File: src/rtl/acc_sched_pkg.sv
// Shared types and helpers for the accumulator write scheduler and its arbiter.
package acc_sched_pkg;

  // Tile sequencing phases.
  typedef enum logic [1:0] {
    IDLE  = 2'd0,
    ACCUM = 2'd1,
    FLUSH = 2'd2,
    XFER  = 2'd3
  } sched_state_e;

  // Element width codes carried to the buffer for the whole tile.
  localparam logic [1:0] BW_SMALL = 2'd0;
  localparam logic [1:0] BW_MED   = 2'd1;
  localparam logic [1:0] BW_LARGE = 2'd2;

  // Row/column index width for a square tile of tile_size entries per side.
  function automatic int row_width(input int tile_size);
    return (tile_size > 1) ? $clog2(tile_size) : 1;
  endfunction

  // Partial-sum width: four times the smallest element width.
  function automatic int data_width(input int smallest_element_width);
    return 4 * smallest_element_width;
  endfunction

  // Pointer width for an n-way arbiter; never narrower than one bit.
  function automatic int ptr_width(input int n);
    return (n > 1) ? $clog2(n) : 1;
  endfunction

endpackage

File: src/rtl/accumulator_write_scheduler_rr_arbiter.sv
// Round-robin arbiter: one-hot grant searching from a rotating pointer.
// The pointer moves to one past the winner only when the caller reports that
// the grant was taken, so an unused grant does not cost a requester its turn.
module rr_arbiter
  import acc_sched_pkg::*;
#(
  parameter int  NUM_REQ = 4,
  localparam int PTR_W   = ptr_width(NUM_REQ)
) (
  input  logic               clk,
  input  logic               reset_n,
  input  logic [NUM_REQ-1:0] req,
  input  logic               enable,
  input  logic               advance,
  output logic [NUM_REQ-1:0] grant,
  output logic [PTR_W-1:0]   grant_idx
);

  logic [PTR_W-1:0] rr_ptr;
  logic [PTR_W:0]   sum;
  logic [PTR_W-1:0] idx;
  logic             found;

  // Search ascending from rr_ptr with wrap; the first asserted request wins.
  always_comb begin
    // NOTE: every variable gets a value before any branch so no latch is inferred.
    grant     = '0;
    grant_idx = '0;
    found     = 1'b0;
    sum       = '0;
    idx       = '0;
    if (enable) begin
      for (int k = 0; k < NUM_REQ; k++) begin
        sum = {1'b0, rr_ptr} + (PTR_W+1)'(k);
        if (sum >= (PTR_W+1)'(NUM_REQ)) sum = sum - (PTR_W+1)'(NUM_REQ);
        idx = sum[PTR_W-1:0];
        if (!found && req[idx]) begin
          found      = 1'b1;
          grant[idx] = 1'b1;
          grant_idx  = idx;
        end
      end
    end
  end

  // Rotate the pointer past the winner once its grant is consumed.
  always_ff @(posedge clk or negedge reset_n) begin
    if (!reset_n) begin
      rr_ptr <= '0;
    end else if (advance && found) begin
      rr_ptr <= (grant_idx == PTR_W'(NUM_REQ - 1)) ? '0 : grant_idx + 1'b1;
    end
  end

endmodule

File: src/rtl/accumulator_write_scheduler.sv
// Accumulator write scheduler: shares the buffer's single accumulate-write
// port among NUM_REQ producer lanes and walks each tile through
// IDLE -> ACCUM -> FLUSH -> XFER.
// Optional statistics counters are compiled in with ACC_SCHED_STATS_EN.
module accumulator_write_scheduler
  import acc_sched_pkg::*;
#(
  parameter int  NUM_REQ                = 4,
  parameter int  TILE_SIZE              = 256,
  parameter int  SMALLEST_ELEMENT_WIDTH = 4,
  localparam int ROW_W                  = row_width(TILE_SIZE),
  localparam int DATA_W                 = data_width(SMALLEST_ELEMENT_WIDTH)
) (
  input  logic                      clk,
  input  logic                      reset_n,
  input  logic                      start,
  input  logic [1:0]                bitwidth_in,
  input  logic                      drain,
  input  logic [NUM_REQ-1:0]        req_valid,
  output logic [NUM_REQ-1:0]        req_ready,
  input  logic [NUM_REQ*ROW_W-1:0]  req_row,
  input  logic [NUM_REQ*ROW_W-1:0]  req_col,
  input  logic [NUM_REQ*DATA_W-1:0] req_data,
  output logic [ROW_W-1:0]          buffer_row_write,
  output logic [ROW_W-1:0]          buffer_column_write,
  output logic [DATA_W-1:0]         buffer_data_write,
  output logic                      buffer_write_enable,
  output logic                      transfer,
  output logic [1:0]                bitwidth,
  output logic                      busy,
  output logic                      done
`ifdef ACC_SCHED_STATS_EN
  ,
  output logic [31:0]               stat_writes,
  output logic [31:0]               stat_stall
`endif
);

  localparam int PTR_W = ptr_width(NUM_REQ);

  sched_state_e        state;
  logic [NUM_REQ-1:0]  grant;
  logic [PTR_W-1:0]    grant_idx;
  logic                accept;
  logic [ROW_W-1:0]    sel_row;
  logic [ROW_W-1:0]    sel_col;
  logic [DATA_W-1:0]   sel_data;

  // Grants are only offered while accumulating; other states see no ready.
  rr_arbiter #(
    .NUM_REQ (NUM_REQ)
  ) u_rr_arbiter (
    .clk       (clk),
    .reset_n   (reset_n),
    .req       (req_valid),
    .enable    (state == ACCUM),
    .advance   (accept),
    .grant     (grant),
    .grant_idx (grant_idx)
  );

  assign req_ready = grant;
  assign accept    = |(grant & req_valid);

  // One-hot AND-OR select of the granted lane's row, column and data.
  always_comb begin
    sel_row  = '0;
    sel_col  = '0;
    sel_data = '0;
    for (int i = 0; i < NUM_REQ; i++) begin
      if (grant[i]) begin
        sel_row  = sel_row  | req_row [i*ROW_W  +: ROW_W];
        sel_col  = sel_col  | req_col [i*ROW_W  +: ROW_W];
        sel_data = sel_data | req_data[i*DATA_W +: DATA_W];
      end
    end
  end

  // Tile sequencer with registered write bus, strobes and status.
  always_ff @(posedge clk or negedge reset_n) begin
    if (!reset_n) begin
      state               <= IDLE;
      bitwidth            <= BW_SMALL;
      busy                <= 1'b0;
      transfer            <= 1'b0;
      done                <= 1'b0;
      buffer_write_enable <= 1'b0;
      buffer_row_write    <= '0;
      buffer_column_write <= '0;
      buffer_data_write   <= '0;
    end else begin
      // NOTE: non-blocking defaults here are overridden by later assignments in
      // the case below, so single-cycle strobes fall back to 0 automatically.
      buffer_write_enable <= 1'b0;
      transfer            <= 1'b0;
      done                <= 1'b0;
      case (state)
        IDLE: begin
          if (start) begin
            state    <= ACCUM;
            bitwidth <= bitwidth_in;
            busy     <= 1'b1;
          end
        end
        ACCUM: begin
          // A grant taken alongside drain is still written on this edge.
          if (accept) begin
            buffer_row_write    <= sel_row;
            buffer_column_write <= sel_col;
            buffer_data_write   <= sel_data;
            buffer_write_enable <= 1'b1;
          end
          if (drain) state <= FLUSH;
        end
        FLUSH: begin
          // The final write is on the bus this cycle; pulse transfer next.
          state    <= XFER;
          transfer <= 1'b1;
          done     <= 1'b1;
        end
        XFER: begin
          state <= IDLE;
          busy  <= 1'b0;
        end
        default: state <= IDLE;
      endcase
    end
  end

`ifdef ACC_SCHED_STATS_EN
  logic multi_valid;

  // More than one requester valid means at least one of them waits this cycle.
  assign multi_valid = |(req_valid & (req_valid - 1'b1));

  // Saturating write and stall counters, cleared when a tile starts.
  always_ff @(posedge clk or negedge reset_n) begin
    if (!reset_n) begin
      stat_writes <= '0;
      stat_stall  <= '0;
    end else if (state == IDLE && start) begin
      stat_writes <= '0;
      stat_stall  <= '0;
    end else if (state == ACCUM) begin
      if (accept && stat_writes != '1) stat_writes <= stat_writes + 32'd1;
      if (multi_valid && stat_stall != '1) stat_stall <= stat_stall + 32'd1;
    end
  end
`else
  // Statistics counters are not built in this configuration.
`endif

endmodule

File: config.mk
export PLATFORM = sky130hd
export DESIGN_NAME = accumulator_write_scheduler
export DESIGN_NICKNAME = d
export VERILOG_FILES = /design/src/rtl/acc_sched_pkg.sv /design/src/rtl/accumulator_write_scheduler_rr_arbiter.sv /design/src/rtl/accumulator_write_scheduler.sv
export SDC_FILE = /design/constraint.sdc
export NUM_CORES = 1
export LEC_CHECK = 0
export CAP_MARGIN = 10
export CELL_PAD_IN_SITES_DETAIL_PLACEMENT = 2
export CELL_PAD_IN_SITES_GLOBAL_PLACEMENT = 2
export CORE_UTILIZATION = 23
export CTS_CLUSTER_DIAMETER = 200
export DETAILED_ROUTE_END_ITERATION = 12
export PLACE_DENSITY_LB_ADDON = 0.1
export SYNTH_ARGS = -nofsm -noshare
export SYNTH_HDL_FRONTEND = slang
export SYNTH_SLANG_ARGS = --single-unit
File: constraint.sdc
create_clock -name clk -period 5.5 [get_ports clk]
set_input_delay 1.65 -clock clk [delete_from_list [all_inputs] [get_ports clk]]
set_output_delay 1.65 -clock clk [all_outputs]
set_load 0.1 [all_outputs]
# Yosys cells after proc, flatten, opt, wreduce, memory -nomap -nowiden
# Index checks and enable logic that the tools add are counted.
# word_totals
reg_bits	41
latch_bits	0
mem_bits_rw	0
rom_bits	0
input_bits	138
out_inout_bits	42
wordCells	132
n_memories	0
# op_classes
n_addsub	8
n_mul	0
div	0
order_cmp	12
eq_ne	6
n_shift	0
muxes	66
bitwise	13
n_reduce_logical	18
# ops
operator	count
16-bit 2-to-1 mux	4
8-bit 2-to-1 mux	8
16-bit bitwise OR	3
8-bit bitwise OR	6
2-bit 2-to-1 mux	16
4-bit 2-to-1 mux	8
1-bit 2-to-1 mux	20
2-bit by 3-bit < comparator with 1-bit output, second input constant	4
4-bit bitwise OR	3
3-bit >= comparator, second input constant	3
1-bit binary-select mux with 2-bit select	4
1-bit demux with 2-bit select	4
2-bit by 1-bit >= comparator with 1-bit output, second input constant	4
1-bit logical AND	8
2-bit one-hot mux with 4 select lines	1
2-bit AND reduction	4
2-bit by 1-bit subtractor with 2-bit output, second input constant	4
2-bit by 2-bit adder with 3-bit output, second input constant	2
2-bit == test, second input constant	3
4-bit bitwise AND	1
2-bit inequality test, second input constant	2
4-bit OR reduction	1
2-bit by 1-bit adder with 3-bit output, second input constant	1
2-bit by 3-bit >= comparator with 1-bit output, second input constant	1
6 further kinds	8

# Logic depth before layout (Yosys ltp)
# logic_depth
word_depth	26
depth_mapped	13
mapped_depth_nobuf	8

# Modules after synthesis
# From an unflattened synthesis, not the netlist that was laid out.
# unflattened
cells_unflattened	276
hier_area_um2	3015.4
# modules_own_cells
module	instances	cells_each	area_each_um2	seq_area_each_um2
accumulator_write_scheduler	1	210	2399.8	975.9
rr_arbiter	1	66	615.6	50.0

# Worst setup path after synthesis
# Ideal clock, no wire load.
# synth_timing
path_type	input-to-output
start	input req_valid[2]
end	output req_ready[2]
arrival_time_ps	4570
required_ps	3850
path_slack_ps	-720
cell_stages	8
path_buffers	3
path_cell_list	buf_4 mux4_2 buf_6 nand3b_1 a21oi_1 clkbuf_1 a21oi_1 nor2_1
# synth_via
elab_chain_cells	16
elab_cells_between_ends	31
classes_between	mux (22); bitwise (3); reduce/logical (6)
# synth_lines
element	line_no	text
start: declaration	accumulator_write_scheduler.sv:19	input logic [NUM_REQ-1:0] req_valid,
1-bit binary-select mux with 2-bit select	accumulator_write_scheduler_rr_arbiter.sv:37	if (!found && req[idx]) begin
1-bit 2-to-1 mux (implied by the code)	accumulator_write_scheduler_rr_arbiter.sv:37	
1-bit 2-to-1 mux	accumulator_write_scheduler_rr_arbiter.sv:37	
1-bit 2-to-1 mux	accumulator_write_scheduler_rr_arbiter.sv:32	if (enable) begin
1-bit zero test	accumulator_write_scheduler_rr_arbiter.sv:37	
1-bit logical AND	accumulator_write_scheduler_rr_arbiter.sv:37	
1-bit 2-to-1 mux	accumulator_write_scheduler_rr_arbiter.sv:37	
1-bit 2-to-1 mux	accumulator_write_scheduler_rr_arbiter.sv:32	
1-bit zero test	accumulator_write_scheduler_rr_arbiter.sv:37	
1-bit logical AND	accumulator_write_scheduler_rr_arbiter.sv:37	
1-bit 2-to-1 mux	accumulator_write_scheduler_rr_arbiter.sv:37	
1-bit 2-to-1 mux	accumulator_write_scheduler_rr_arbiter.sv:32	
1-bit zero test	accumulator_write_scheduler_rr_arbiter.sv:37	
1-bit logical AND	accumulator_write_scheduler_rr_arbiter.sv:37	
4-bit 2-to-1 mux (*)	accumulator_write_scheduler_rr_arbiter.sv:37	
4-bit 2-to-1 mux (*)	accumulator_write_scheduler_rr_arbiter.sv:32	
end: declaration	accumulator_write_scheduler.sv:20	output logic [NUM_REQ-1:0] req_ready,
# Every way passes the cells marked *; elsewhere a longest branch is shown, timed or not. The select of a mux whose other input is x is not followed.

# Worst setup path after layout
# layout_timing
start	input req_valid[2]
end	output req_ready[3]
# The elaborated chain is that of the path after synthesis.

==> impl_metrics.env <==
export IMPL_fin_crit_sh_pct=98.7
export IMPL_relSlewSlack_pct=24.6
export IMPL_drcViolationCount=0
export IMPL_dpl_cell_area_mm2=0.00570
export IMPL_drtIter0Drc=194
export IMPL_fin_skew_ps=5.18
export IMPL_yosys_area_top_type="dfrtp_1"
export IMPL_critPathMaxFanout=9
export IMPL_first_pass_iters=4
export IMPL_arrival_ps=3780
export IMPL_grt_pass1_wl_mm=26.1
export IMPL_cp_start_kind="input pin"
export IMPL_grtUsageTotal_pct=20.8
export IMPL_reg2reg_slack_ps=1240
export IMPL_cts_tree="done"
export IMPL_hold_path_class="register to register"
export IMPL_hold_viol_final=0
export IMPL_status="complete, no violations"
export IMPL_cts_max_level=2
export IMPL_clock_sinks=41
export IMPL_yosys_warnings=0
export IMPL_fin_setup_tns_ps=0
export IMPL_diodes=0
export IMPL_yosys_register_bits=41
export IMPL_netlist_area_mm2=0.00365
export IMPL_ctsRootBufferMaster="clkbuf_16"
export IMPL_worst_pin_slew_ps=1130
export IMPL_post_route_min_period_ps=5430
export IMPL_p_total_mw=4.44
export IMPL_post_drt_wl_per_cell_um=23.0
export IMPL_cp_cell_sequence="clkdlybuf4s50_1, mux4_2, buf_4, a221o_1, and2_2, buf_12"
export IMPL_gp_congestion=0.847
export IMPL_synthArstFlopShare_pct=100
export IMPL_fillCellCount=1642
export IMPL_syn_inst=373
export IMPL_end_kind="primary output"
export IMPL_drv_slew=0
export IMPL_dr_total_vias=4163
export IMPL_r2r_end="buffer_data_write[11]$_DFFE_PN0P_"
export IMPL_antenna_found_initial=0
export IMPL_layout_drive_gt1_share_pct=16.2
export IMPL_pin_count=180
export IMPL_cts_buffer_depth=2
export IMPL_yosysSeqAreaShare_pct=28.1
export IMPL_core_area_mm2=0.0154
export IMPL_p_leak_nw=2.01
export IMPL_synth_cell_type_count=49
export IMPL_grt_remaining_overflow=0
export IMPL_die_w_um=128
export IMPL_critical_path_slowest_cell="mux4_2"
export IMPL_critPathKind="input pin to primary output"
export IMPL_synth_edf_count=0
export IMPL_r2r_start="u_rr_arbiter.rr_ptr[0]$_DFFE_PN0P_"
export IMPL_crit_end="req_ready[3]"
export IMPL_required_ps=3850
export IMPL_min_delay_path_depth=1
export IMPL_synthTopCellsByArea="dfrtp_1 (28%), a32oi_1 (7.9%), a22oi_1 (7.0%), a41oi_2 (6.2%), a31oi_2 (4.8%)"
export IMPL_synth_top_area_share_pct=28.1
export IMPL_area_growth_pct=62.2
export IMPL_dp_hpwl_mm=11.8
export IMPL_start_util_pct=23.8
export IMPL_pwr_density_cell_mw_per_mm2=750
export IMPL_nets=690
export IMPL_post_drt_via_cell_ratio=5.53
export IMPL_reg2reg_depth=9
export IMPL_seq_area_mm2=0.00103
export IMPL_insertion_delay_ps=300
export IMPL_rsz0062_at_grt="no"
export IMPL_stdcell_count=753
export IMPL_ir_drop_mv=0.475
export IMPL_std_cell_rows=45
export IMPL_synth_avg_cell_area_um2=9.79
export IMPL_maxCapViolCount=0
export IMPL_synth_nets=522
export IMPL_die_y_um=128
export IMPL_path_clk_slew_ps=60
export IMPL_grt_max_degree=54
export IMPL_grt_pass1_vias=4533
export IMPL_wirelength_mm=17.3
export IMPL_ys_top_cells_by_count="dfrtp_1 (41), a22oi_1 (34), a32oi_1 (33), nor3_1 (33), clkbuf_1 (30)"
export IMPL_design_area_mm2=0.00592
export IMPL_ant_nets=0
export IMPL_port_buffers=179
export IMPL_multi_input_area_mm2=0.00241
export IMPL_cp_startpoint="req_valid[2]"
export IMPL_die_area_mm2=0.0164
export IMPL_max_freq_ghz=0.184
export IMPL_post_synth_top_count_cell="dfrtp_1"
export IMPL_synth_main_ff_cell="dfrtp_1"
export IMPL_setup_viol=0
export IMPL_max_stage_delay_ps=640
export IMPL_dp_cells=740
export IMPL_cts_inserted_buffers=5
sequential cells by signal (all words and copies together), names as in the netlist:
| name | flops |
|---|---|
| state | 2 |
| buffer_write_enable | 1 |
| done | 1 |
| buffer_row_write | 8 |
| bitwidth | 2 |
| busy | 1 |
| u_rr_arbiter.rr_ptr | 2 |
| buffer_data_write | 16 |
| buffer_column_write | 8 |
metrics by stage:
step           hold WS (ps)  utilization (%)  worst slack, ps
2_1_floorplan           528                -             6.26
3_3_place_gp            490             37.1              151
3_5_place_dp            497             37.1             86.8
4_1_cts                 521             38.2             67.3
5_1_grt                 545             38.5             18.8
6_report                513             38.5             69.8
worst min-delay path by stage:
stage / start / end / slack (ps)
floorplan: state[0]$_DFFE_PN0P_ / state[0]$_DFFE_PN0P_ / 530
global placement: bitwidth[0]$_DFFE_PN0P_ / bitwidth[0]$_DFFE_PN0P_ / 490
detailed placement: bitwidth[1]$_DFFE_PN0P_ / bitwidth[1]$_DFFE_PN0P_ / 500
CTS: bitwidth[1]$_DFFE_PN0P_ / bitwidth[1]$_DFFE_PN0P_ / 520
global route: bitwidth[1]$_DFFE_PN0P_ / bitwidth[1]$_DFFE_PN0P_ / 540
finish: bitwidth[1]$_DFFE_PN0P_ / bitwidth[1]$_DFFE_PN0P_ / 510
timing repair:
action                                  CTS  global route
hold buffers                              0             0
gates resized for setup                   0             1
setup buffers                             0             4
endpoints found under the setup margin    0             3
cells in the final DEF (no fill, tap or decap), drive strengths merged, types with 2 or more instances in the layout:
master         instances
and3b                  2
nor3b                  3
mux4                   4
a22o                  15
a221o                  3
a221oi                 2
a41oi                 17
clkbuf                 7
a31oi                 15
ha                    11
a32o                  15
nand3b                 4
inv                    7
xnor2                  3
nor2                   5
a21oi                 12
a2bb2oi               17
buf                   31
or2                    2
o21ai                 20
nor2b                  4
nor3                  33
nand2                  9
a22oi                 34
a32oi                 33
dfrtp                 41
clkdlybuf4s50        174
nand2b                 2
a211oi                 3
mux2                   4
final cells by class:
type                            count  area share, %
Timing Repair Buffer              205           34.2
Multi-Input combinational cell    280           40.6
Inverter                            8          0.507
Clock buffer                        7           2.41
Clock inverter                      1          0.507
Tap cell                          211           4.46
Sequential cell                    41           17.3
cells by family (layout without fill, tap and decap cells):
kind of cell / Yosys count / in the layout / share of synthesized area (%)
compound gates: 191 / 191 / 47.2
simple gates: 66 / 66 / 9.60
buf+inv: 53 / 221 / 7.30
flops: 41 / 41 / 28.1
fa+ha+maj: 11 / 11 / 3.77
mux: 8 / 9 / 3.36
xor+xnor: 3 / 3 / 0.720
worst max-delay path: cells and delay by family:
family                 cells  cell delay, ps
AND/OR/NAND/NOR            1             230
buffers and inverters      3             930
AO/OA/AOI/OAI              1             320
multiplexers               1             640
power by group:
part / switching, mW / total (mW) / internal, mW
Combinational: 2.39 / 3.48 / 1.09
Sequential: 0.123 / 0.598 / 0.475
Clock: 0.131 / 0.358 / 0.227
routing by layer:
metal | part of all wire [%] | GRT usage (%) | vias to the layer above
li1 | - | - | 1896
met1 | 44 | 26.3 | 2114
met2 | 49 | 36.3 | 142
met3 | 5.4 | 3.88 | 11
met4 | 0.89 | 5.05 | 0
met5 | 0 | 0 | -
Note: power is estimated with default switching activity, not from simulation.
